[src/rtl/ether_pkg.sv]
// Shared FSM state type and CRC-32 constants for the ether_bytes RMII byte assembler.
package ether_pkg;

    typedef enum logic [1:0] {IDLE, RECV, FLUSH, BLOCK} state_t;

    localparam logic [31:0] CRC_POLY    = 32'hEDB8_8320;
    localparam logic [31:0] CRC_INIT    = 32'hFFFF_FFFF;
    localparam logic [31:0] CRC_RESIDUE = 32'hDEBB_20E3;

endpackage

[src/rtl/ether_crc32.sv]
// Combinational reflected CRC-32 step consuming one dibit, low bit first.
module ether_crc32
    import ether_pkg::*;
(
    input  logic [31:0] crc_in,
    input  logic [1:0]  dibit,
    output logic [31:0] crc_out
);

    always_comb begin
        logic [31:0] c;
        c = crc_in;
        for (int unsigned i = 0; i < 2; i++) begin
            if (c[0] ^ dibit[i]) begin
                c = (c >> 1) ^ CRC_POLY;
            end else begin
                c = c >> 1;
            end
        end
        crc_out = c;
    end

endmodule

[src/rtl/ether_bytes.sv]
// RMII dibit-to-byte assembler with frame delimiting and length/alignment checks.
// Define ETHER_CRC_CHECK_EN to build in the FCS residue checker driving crc_ok.
module ether_bytes
    import ether_pkg::*;
#(
    parameter int unsigned MAX_BYTES = 1522
) (
    input  logic       clk,
    input  logic       rst,
    input  logic       axiiv,
    input  logic [1:0] axiid,
    output logic       axiov,
    output logic [7:0] axiod,
    output logic       sof,
    output logic       eof,
    output logic       frame_err,
    output logic       crc_ok
);

    state_t      state_q, state_d;
    logic [1:0]  cnt_q, cnt_d;
    logic [5:0]  sh_q, sh_d;
    logic [10:0] bytes_q, bytes_d;
    logic        axiov_q, axiov_d;
    logic [7:0]  axiod_q, axiod_d;
    logic        sof_q, sof_d;
    logic        eof_q, eof_d;
    logic        err_q, err_d;
    logic        accept, start;
    logic [1:0]  cur_cnt;
    logic [10:0] cur_bytes;

    always_comb begin
        state_d   = state_q;
        cnt_d     = cnt_q;
        sh_d      = sh_q;
        bytes_d   = bytes_q;
        axiov_d   = 1'b0;
        axiod_d   = axiod_q;
        sof_d     = 1'b0;
        eof_d     = 1'b0;
        err_d     = 1'b0;
        accept    = 1'b0;
        start     = 1'b0;
        cur_cnt   = cnt_q;
        cur_bytes = bytes_q;

        case (state_q)
            BLOCK: begin
                if (!axiiv) state_d = IDLE;
            end
            IDLE, FLUSH: begin
                // A dibit during FLUSH opens the next frame with no extra idle cycle.
                if (axiiv) begin
                    state_d = RECV;
                    accept  = 1'b1;
                    start   = 1'b1;
                end else begin
                    state_d = IDLE;
                end
            end
            RECV: begin
                if (axiiv) begin
                    accept = 1'b1;
                end else begin
                    state_d = FLUSH;
                    eof_d   = 1'b1;
                    err_d   = (cnt_q != 2'd0) || (32'(bytes_q) > MAX_BYTES);
                end
            end
            default: state_d = BLOCK;
        endcase

        if (start) begin
            cur_cnt   = 2'd0;
            cur_bytes = '0;
        end

        if (accept) begin
            sh_d    = {axiid, sh_q[5:2]};
            cnt_d   = cur_cnt + 2'd1;
            bytes_d = cur_bytes;
            if (cur_cnt == 2'd3) begin
                axiov_d = 1'b1;
                axiod_d = {axiid, sh_q};
                sof_d   = (cur_bytes == '0);
                bytes_d = (cur_bytes == '1) ? cur_bytes : cur_bytes + 11'd1;
            end
        end
    end

    always_ff @(posedge clk or negedge rst) begin
        if (!rst) begin
            state_q <= BLOCK;
            cnt_q   <= '0;
            sh_q    <= '0;
            bytes_q <= '0;
            axiov_q <= 1'b0;
            axiod_q <= '0;
            sof_q   <= 1'b0;
            eof_q   <= 1'b0;
            err_q   <= 1'b0;
        end else begin
            state_q <= state_d;
            cnt_q   <= cnt_d;
            sh_q    <= sh_d;
            bytes_q <= bytes_d;
            axiov_q <= axiov_d;
            axiod_q <= axiod_d;
            sof_q   <= sof_d;
            eof_q   <= eof_d;
            err_q   <= err_d;
        end
    end

    assign axiov     = axiov_q;
    assign axiod     = axiod_q;
    assign sof       = sof_q;
    assign eof       = eof_q;
    assign frame_err = err_q;

`ifdef ETHER_CRC_CHECK_EN
    logic [31:0] crc_q, crc_d, crc_step_in, crc_step_out;
    logic        crc_ok_q, crc_ok_d;

    assign crc_step_in = start ? CRC_INIT : crc_q;

    ether_crc32 u_crc32 (
        .crc_in  (crc_step_in),
        .dibit   (axiid),
        .crc_out (crc_step_out)
    );

    always_comb begin
        crc_d    = accept ? crc_step_out : crc_q;
        crc_ok_d = eof_d && (crc_q == CRC_RESIDUE) && !err_d;
    end

    always_ff @(posedge clk or negedge rst) begin
        if (!rst) begin
            crc_q    <= '0;
            crc_ok_q <= 1'b0;
        end else begin
            crc_q    <= crc_d;
            crc_ok_q <= crc_ok_d;
        end
    end

    assign crc_ok = crc_ok_q;
`else
    assign crc_ok = 1'b0;
`endif

endmodule
[config.mk]
export PLATFORM = sky130hd
export DESIGN_NAME = ether_bytes
export DESIGN_NICKNAME = d
export VERILOG_FILES = /design/src/rtl/ether_pkg.sv /design/src/rtl/ether_crc32.sv /design/src/rtl/ether_bytes.sv
export SDC_FILE = /design/constraint.sdc
export NUM_CORES = 1
export LEC_CHECK = 0
export CAP_MARGIN = 20
export CORE_AREA = 2 2 75 77
export CTS_CLUSTER_SIZE = 8
export DETAILED_ROUTE_END_ITERATION = 8
export DIE_AREA = 0 0 77 79
export PLACE_DENSITY_LB_ADDON = 0.2
export SLEW_MARGIN = 20
export SYNTH_ARGS = -nofsm -noshare
export SYNTH_HDL_FRONTEND = slang
export SYNTH_SLANG_ARGS = --single-unit
[constraint.sdc]
create_clock -name clk -period 5.08 [get_ports clk]
set_input_delay 0.508 -clock clk [delete_from_list [all_inputs] [get_ports clk]]
set_output_delay 0.508 -clock clk [all_outputs]
set_load 0.005 [all_outputs]
# After elaboration in Yosys (flattened, before gate mapping)
# Cells that the tools add are included.
[word_totals]
register_bits = 33
out_inout_bits = 13
elab_cells = 46
[op_classes]
add_sub_neg = 2
n_lt_le_gt_ge = 1
eq_ne = 7
muxes = 19
reduce_logical = 8
[ops]
columns = ["operator", "n"]
rows = [
  ["2-to-1 mux 11 bit", 3],
  ["2-to-1 mux 1 bit", 12],
  ["adder 11 x 1 -> 11 bit (second input constant)", 1],
  ["== test 11 bit (second input constant)", 1],
  ["greater-than comparator 11 bit (second input constant)", 1],
  ["logical NOT 11 bit", 1],
  ["== test 2 bit (second input constant)", 3],
  ["2-to-1 mux 2 bit", 3],
  ["case mux 2 bit (3 select lines)", 1],
  ["inequality test 2 bit (second input constant)", 2],
  ["AND reduction 2 bit", 2],
  ["OR reduction 3 bit", 1],
  ["adder 2 x 1 -> 2 bit (second input constant)", 1],
  ["== test 2 x 1 -> 1 bit (second input constant)", 1],
  ["logical NOT 2 bit", 1],
  ["nonzero test 2 bit", 1],
  ["OR reduction 2 bit", 1],
  ["logical OR 1 bit", 1],
]

# Longest topological paths before layout
# Gate-level depths: netlist of the first run.
[depth]
ltp_word = 7
ltp_mapped = 10
ltp_nobuf = 7

# Worst setup path before layout of the first run
# No wires, ideal clock.
[synth_timing]
path_type = "input port to flip-flop"
startpoint = "in axiiv"
endpoint = "reg bytes_q[8]"
arrival_time_ns = 2.046
required_time_ns = 4.981
slack_ns = 2.935
stages = 9
cell_sequence = "buf_4 > nor2b_1 > buf_4 > nor2b_1 > ha_1 > inv_1 > nor4_4 > a31oi_1 > a311oi_1"
[synth_via]
elab_chain_len = 6
elab_cells_between_ends = 10
cone_classes = "add/sub (1); eq/ne (2); mux (7)"
[synth_lines]
columns = ["item", "line", "source"]
rows = [
  ["start, declared", "ether_bytes.sv:10", "input logic axiiv,"],
  ["2-to-1 mux 1 bit *", "ether_bytes.sv:54, ether_bytes.sv:63", ""],
  ["2-to-1 mux 1 bit", "ether_bytes.sv:48", "case (state_q)"],
  ["2-to-1 mux 11 bit", "ether_bytes.sv:74", "if (start) begin"],
  ["adder 11 x 1 -> 11 bit / == test 11 bit (equally long branches)", "ether_bytes.sv:87", "bytes_d = (cur_bytes == '1) ? cur_bytes : cur_bytes + 11'd1;"],
  ["2-to-1 mux 11 bit", "ether_bytes.sv:87", ""],
  ["2-to-1 mux 11 bit", "ether_bytes.sv:83", "if (cur_cnt == 2'd3) begin"],
  ["end signal, assigned", "ether_bytes.sv:107", "bytes_q <= bytes_d;"],
  ["end, declared", "ether_bytes.sv:23", "logic [10:0] bytes_q, bytes_d;"],
]
# Mark *: on every way between the ends. The rest lies on a longest branch, timed or not.
# A chain may end at the register's enable or synchronous reset.

# Final worst setup path of the first run
[layout_timing]
startpoint = "in axiiv"
endpoint = "reg bytes_q[9]"
# Same word-level chain as after synthesis.

==> results of run 1 <==
-- cell usage after synthesis (all sizes together), types with 2 or more instances --
| cell type | number | share of area (%) |
|---|---|---|
| a211oi | 6 | 2.9 |
| ha | 2 | 1.6 |
| inv | 7 | 1.7 |
| dfrtp | 31 | 50 |
| clkbuf | 3 | 0.81 |
| xor2 | 2 | 1.1 |
| nor3 | 5 | 1.6 |
| nand3 | 4 | 1.3 |
| nand2 | 34 | 8.3 |
| a21oi | 3 | 0.97 |
| a31oi | 5 | 2.0 |
| buf | 6 | 2.8 |
| nor4 | 3 | 3.2 |
| dfstp | 2 | 3.4 |
| a21boi | 2 | 0.97 |
| nor2b | 3 | 1.2 |
| nor2 | 8 | 1.9 |
| mux2 | 7 | 5.1 |
-- sequential cells by signal (all words and copies together) (netlist names) --
name	flops
axiod	8
axiov	1
bytes_q	11
cnt_q	2
eof	1
frame_err	1
sh_q	6
sof	1
state_q	2
-- cell type report --
class                           count  area [sq um]
Inverter                            7          26.3
Tap cell                           72          90.1
Clock buffer                        7          96.3
Clock inverter                      1          5.00
Sequential cell                    33           828
Multi-Input combinational cell    100           629
Timing Repair Buffer               17           168
Fill cell                         559          3490
-- path summary, 6_finish.rpt --
kind | end | slack [ps] | depth (start not counted)
setup / recovery | bytes_q[9]$_DFFE_PN0P_ | 1840 | 8
max in group asynchronous | state_q[1]$_DFFE_PN1P_ | 4130 | 2
setup reg to reg | bytes_q[9]$_DFFE_PN0P_ | 2420 | 7
min in group asynchronous | bytes_q[8]$_DFFE_PN0P_ | 630 | 2
hold / removal | axiod[0]$_DFFE_PN0P_ | 480 | 2
hold reg to reg | axiod[0]$_DFFE_PN0P_ | 480 | 2
-- report_power, final --
group | switching [W] | total [W] | internal (W)
combinational | 0.0000740 | 0.000178 | 0.000104
sequential | 0.0000392 | 0.000361 | 0.000322
clock | 0.0000910 | 0.000213 | 0.000122
total | 0.000204 | 0.000753 | 0.000549
-- routing by layer --
metal / wire length, um / track usage (%)
met4: 68 / 6.79
met1: 1320 / 13.9
met3: 110 / 3.07
met5: 0 / 0
met2: 1330 / 15.8
-- stage by stage --
step	hold slack (ps)	setup slack, ps	std cells
detailed placement	461	1520	229
global route	509	1510	237
floorplan	212	2930	149
finish	481	1840	237
CTS	484	1790	237
global placement	455	1640	229
-- kinds of logic after synthesis --
logic type | synth area share, %
other cells | 0.243
simple gates | 20.1
fa+ha+maj | 1.62
mux | 5.77
flops | 53.8
compound gates | 11.9
buf+inv | 5.36
xor+xnor | 1.14
-- cells in the final DEF (no fill, tap or decap), types with 2 or more instances in the layout --
| master | Yosys | layout |
|---|---|---|
| a211oi_1 | 6 | 6 |
| a21boi_0 | 2 | 2 |
| a21oi_1 | 3 | 3 |
| a31oi_1 | 5 | 5 |
| clkbuf_8 | 0 | 7 |
| clkdlybuf4s50_1 | 0 | 16 |
| dfrtp_1 | 31 | 31 |
| dfstp_2 | 2 | 2 |
| ha_1 | 2 | 2 |
| inv_1 | 7 | 7 |
| mux2_2 | 7 | 7 |
| nand2_1 | 34 | 34 |
| nand3_1 | 4 | 4 |
| nor2_1 | 8 | 8 |
| nor2b_1 | 3 | 3 |
| nor3_1 | 5 | 5 |
| nor4_4 | 2 | 2 |
| xor2_1 | 2 | 2 |
-- worst reg2reg max path, stage by stage (launching register included) --
cell      delay [ps]
dfstp_2          380
nor2b_1          700
nor2b_1          120
ha_1             260
nand2_1          310
inv_1            300
and4b_1          260
a211oi_1         230
==> run metrics, run 1 <==
worst-path fanout max=14; final period utilization=a little under two thirds; hold buffers post-CTS=0; Vias=around 1.1k; Die Area=roughly 0.006 sq mm; initial antenna violation count=0; final core utilization=around 35%; Site Rows=27; Iter 0 DRT Violations=28; fin. max-slew vios=0; syn nets=156; first-pass GRT wire length=~5 mm; DIE WIDTH=77 um; Setup violations, final=0; fin nets=171; Seq/Total Area, Yosys=a little over half; Worst setup EP type=register; post-layout min period=between 3000 and 4000 ps; Final Hold Viols=0; ANT nets after route=0; Skew-Pair Late Insertion Delay=between 200 and 300 ps; MaxCap Viol Count=0; Reg2Reg Launch Point=state_q[0]$_DFFE_PN1P_; H-tree Lvls=2; Max stage delay on crit path=between 700 and 800 ps; number of synthesized flops with an enable pin=0; gr ovfl total=0; Crit path max-delay family=simple AND/OR/NAND/NOR gates; Worst Path Buf+Inv=2; CP Launch Type=primary input; core box area=between 0.005 and 0.006 sq mm; antenna diode count=0; Worst IR Drop VDD=around 0.16 mV; Root Driver=clkbuf_8; Tot Pwr=approximately 0.00075 W; DR pass1 iterations=4; crit path max-delay cell type=nor2b_1; total power divided by cell area=409 mW/mm^2; CP Data Arrival Time=3430 ps; setup TNS=0 ps; worst hold path type=reg2reg; Remaining DRCs=0; P&R area growth vs syn=19.7%; # IOs=18; routability cong.=0.798; routed vias/inst=between 4 and 5; CP required=approximately 5300 ps; CP Cell Sequence=clkdlybuf4s50_1 > nor2b_1 > nor2b_1 > ha_1 > nand2_1 > inv_1 > and4b_1 > a211oi_1; Post-CTS Resized=0; Slew @ Worst Pin=904 ps; post-route cell area=~0.0018 sq mm; Clock Path Buffers=2; unrepaired setup endpoints after global routing=no; share of cells above drive strength 1=a little over an eighth; ys async rst share=100%; FMAX=308 MHz; TritonCTS sink count=33; Post-Route WL=approximately 2.8 mm; CTS tree=done; post-synthesis cell area=0.00154 sq mm; #FFs+latches synth=33; Yosys cell types=38; run status=finished clean; Synth warnings=0; Port Buffers=16; Placement Cell Area=roughly 0.0017 sq mm; cells after synthesis=around 150; hold path startpoint=sh_q[0]$_DFFE_PN0P_; Post-synth top flop=dfrtp_1; clk_skew=about 3.9 ps; cell mode on critical path=nor2b_1; dpl hpwl=between 1.5 and 2 mm; CTS buffer count=5; Post-CTS Setup Inserts=0; Lkg Pwr=between 0.8 and 0.9 nW; DIE HEIGHT=79 um; Slew HR=~40%; largest net degree at the start of global routing=34; Total GRT Usage=~11%; vias in the first global route=between 1k and 1.5k; CP Launch Point=axiiv; Worst Setup Path Type=in2reg; Clock Pin Slew Worst Setup and Hold Paths=around 70 ps; Initial Util=28.9%; syn avg cell area=roughly 10 sq um; wire per inst=11.9 um
(Power assumes the default switching activity.)
==> run 2, diff against run 1 <==
- clock period: 5.08 -> 3.25 ns (I/O delays scaled with it)
==> run metrics, run 2 (synthesis results as in run 1) <==
vias in the first global route=1087 (was 1086); final worst setup slack=902 ps (was 1840 ps); gr ovfl total=0 (unchanged); R2R Path End=bytes_q[7]$_DFFE_PN0P_ (was bytes_q[9]$_DFFE_PN0P_); run status=finished clean (unchanged); MaxCap Viol Count=0 (unchanged); Worst IR Drop VDD=0.263 mV (was 0.158 mV); CTS buffer count=5 (unchanged); Post-CTS Setup Inserts=0 (unchanged); Final Hold Viols=0 (unchanged); fin. max-slew vios=0 (unchanged); Clock Path Buffers=2 (unchanged); FMAX=426 MHz; Worst setup EP type=register (unchanged); dpl hpwl=2.08 mm (was 1.98 mm); # IOs=18 (unchanged); fin nets=173 (was 171); routed vias/inst=4.59 (was 4.66); Total GRT Usage=10.8% (was 10.7%); R2R Setup Slk=1180 ps (was 2420 ps); crit path max-delay cell type=clkdlybuf4s50_1 (was nor2b_1); largest net degree at the start of global routing=34 (unchanged); Lkg Pwr=0.814 nW (was 0.813 nW); Reg2Reg Launch Point=state_q[0]$_DFFE_PN1P_ (unchanged); clk_skew=6.40 ps (was 3.87 ps); P&R area growth vs syn=19.4% (was 19.7%); setup TNS=0 ps (unchanged); CTS tree=done (unchanged); wire per inst=12.3 um (was 11.9 um); worst-path fanout max=11 (was 14); max FFs per register=11 (unchanged); most common cell after layout, fill and taps aside=nand2_1 (unchanged); Max stage delay on crit path=590 ps (was 770 ps); Largest Register=bytes_q (unchanged); Post-CTS Resized=0 (unchanged); CP Data Arrival Time=2520 ps (was 3430 ps); most frequent cells in the layout=34 x nand2_1, 31 x dfrtp_1, 16 x clkdlybuf4s50_1 (unchanged); hold buffers post-CTS=0 (unchanged); Setup violations, final=0 (unchanged); unrepaired setup endpoints after global routing=no (unchanged); Die Area=0.00608 sq mm (unchanged); Reg2Reg Depth=8 (was 7); Remaining DRCs=0 (unchanged); post-layout min period=between 2000 and 2500 ps; worst hold path type=in2async (was reg2reg); Iter 0 DRT Violations=25 (was 28); initial antenna violation count=0 (unchanged); Post-Route WL=2.95 mm (was 2.83 mm); cell mode on critical path=nor2b_1 (unchanged); Vias=1097 (was 1104); ANT nets after route=0 (unchanged); total power divided by cell area=619 mW/mm^2 (was 409 mW/mm^2); routability cong.=0.791 (was 0.798); Skew-Pair Late Insertion Delay=280 ps (about the same); CP Cell Sequence=clkdlybuf4s50_1 > nor2b_1 > buf_4 > nor2b_1 > ha_1 > inv_1 > nor4_4 > a21oi_1 > a211oi_1 (was clkdlybuf4s50_1 > nor2b_1 > nor2b_1 > ha_1 > nand2_1 > inv_1 > and4b_1 > a211oi_1); Site Rows=27 (unchanged); CP Capture Point=bytes_q[7]$_DFFE_PN0P_ (was bytes_q[9]$_DFFE_PN0P_); final period utilization=approximately 72%; Clock Pin Slew Worst Setup and Hold Paths=70 ps (about the same); DR pass1 iterations=4 (unchanged); TritonCTS sink count=33 (unchanged); H-tree Lvls=2 (unchanged); CP required=3430 ps (was 5270 ps); Worst Setup Path Type=in2reg (unchanged); Port Buffers=16 (unchanged); share of cells above drive strength 1=13.8% (was 13.3%); first-pass GRT wire length=5.17 mm (was 5.04 mm); core box area=0.00534 sq mm (unchanged); CP Launch Point=axiiv (unchanged); Tot Pwr=0.00114 W (was 0.000753 W); DIE WIDTH=77 um (unchanged); Initial Util=28.9% (unchanged); pre-CTS WS=614 ps (was 1520 ps); DIE HEIGHT=79 um (unchanged); Root Driver=clkbuf_8 (unchanged); antenna diode count=0 (unchanged); CP Launch Type=primary input (unchanged)
run 2: worst min path at each step:
stage	from	to	slack, ps	cells after the start
after floorplan	rst	axiod[0]$_DFFE_PN0P_	30	0
after global placement	sh_q[0]$_DFFE_PN0P_	axiod[0]$_DFFE_PN0P_	460	2
after detailed placement	sh_q[0]$_DFFE_PN0P_	axiod[0]$_DFFE_PN0P_	460	2
after CTS	rst	bytes_q[6]$_DFFE_PN0P_	470	2
after global routing	rst	frame_err$_DFF_PN0_	500	2
final	rst	bytes_q[8]$_DFFE_PN0P_	440	2
run 2: power breakdown:
part           internal, W  switching (W)
Clock             0.000148       0.000142
Sequential        0.000504      0.0000592
Combinational     0.000166       0.000119
Total             0.000818       0.000320
run 2: area by class of cell:
type | instances | area [sq um]
flip-flops and latches | 33 | 828
clock buffers | 6 | 72.6
multi-input cells | 100 | 629
well taps | 72 | 90.1
fillers | 574 | 3500
repair buffers | 19 | 183
inverters | 7 | 26.3
clock inverters | 2 | 10.0
run 2: worst max-delay path: cells and delay by family:
family / cells / cell delay (ps)
adders and majority gates: 1 / 190
AOI/OAI and AO/OA: 2 / 390
buffers and inverters: 3 / 830
and+or+nand+nor: 3 / 770
run 2: metrics by stage:
stage,hold slack (ps),std cells,utilization [%],instance area (sq um)
2_1_floorplan,29.4,149,-,1540
3_3_place_gp,460,231,32.9,1760
3_5_place_dp,462,231,32.9,1760
4_1_cts,469,239,34.5,1840
5_1_grt,502,239,34.5,1840
6_report,444,239,34.5,1840
run 2: routing by layer:
layer / track usage (%) / vias to the layer above / routed length (um)
met5: 0 / - / 0
met3: 2.95 / 2 / 95
met1: 13.2 / 530 / 1380
met2: 18.0 / 14 / 1440
li1: - / 551 / -
met4: 4.82 / 0 / 34
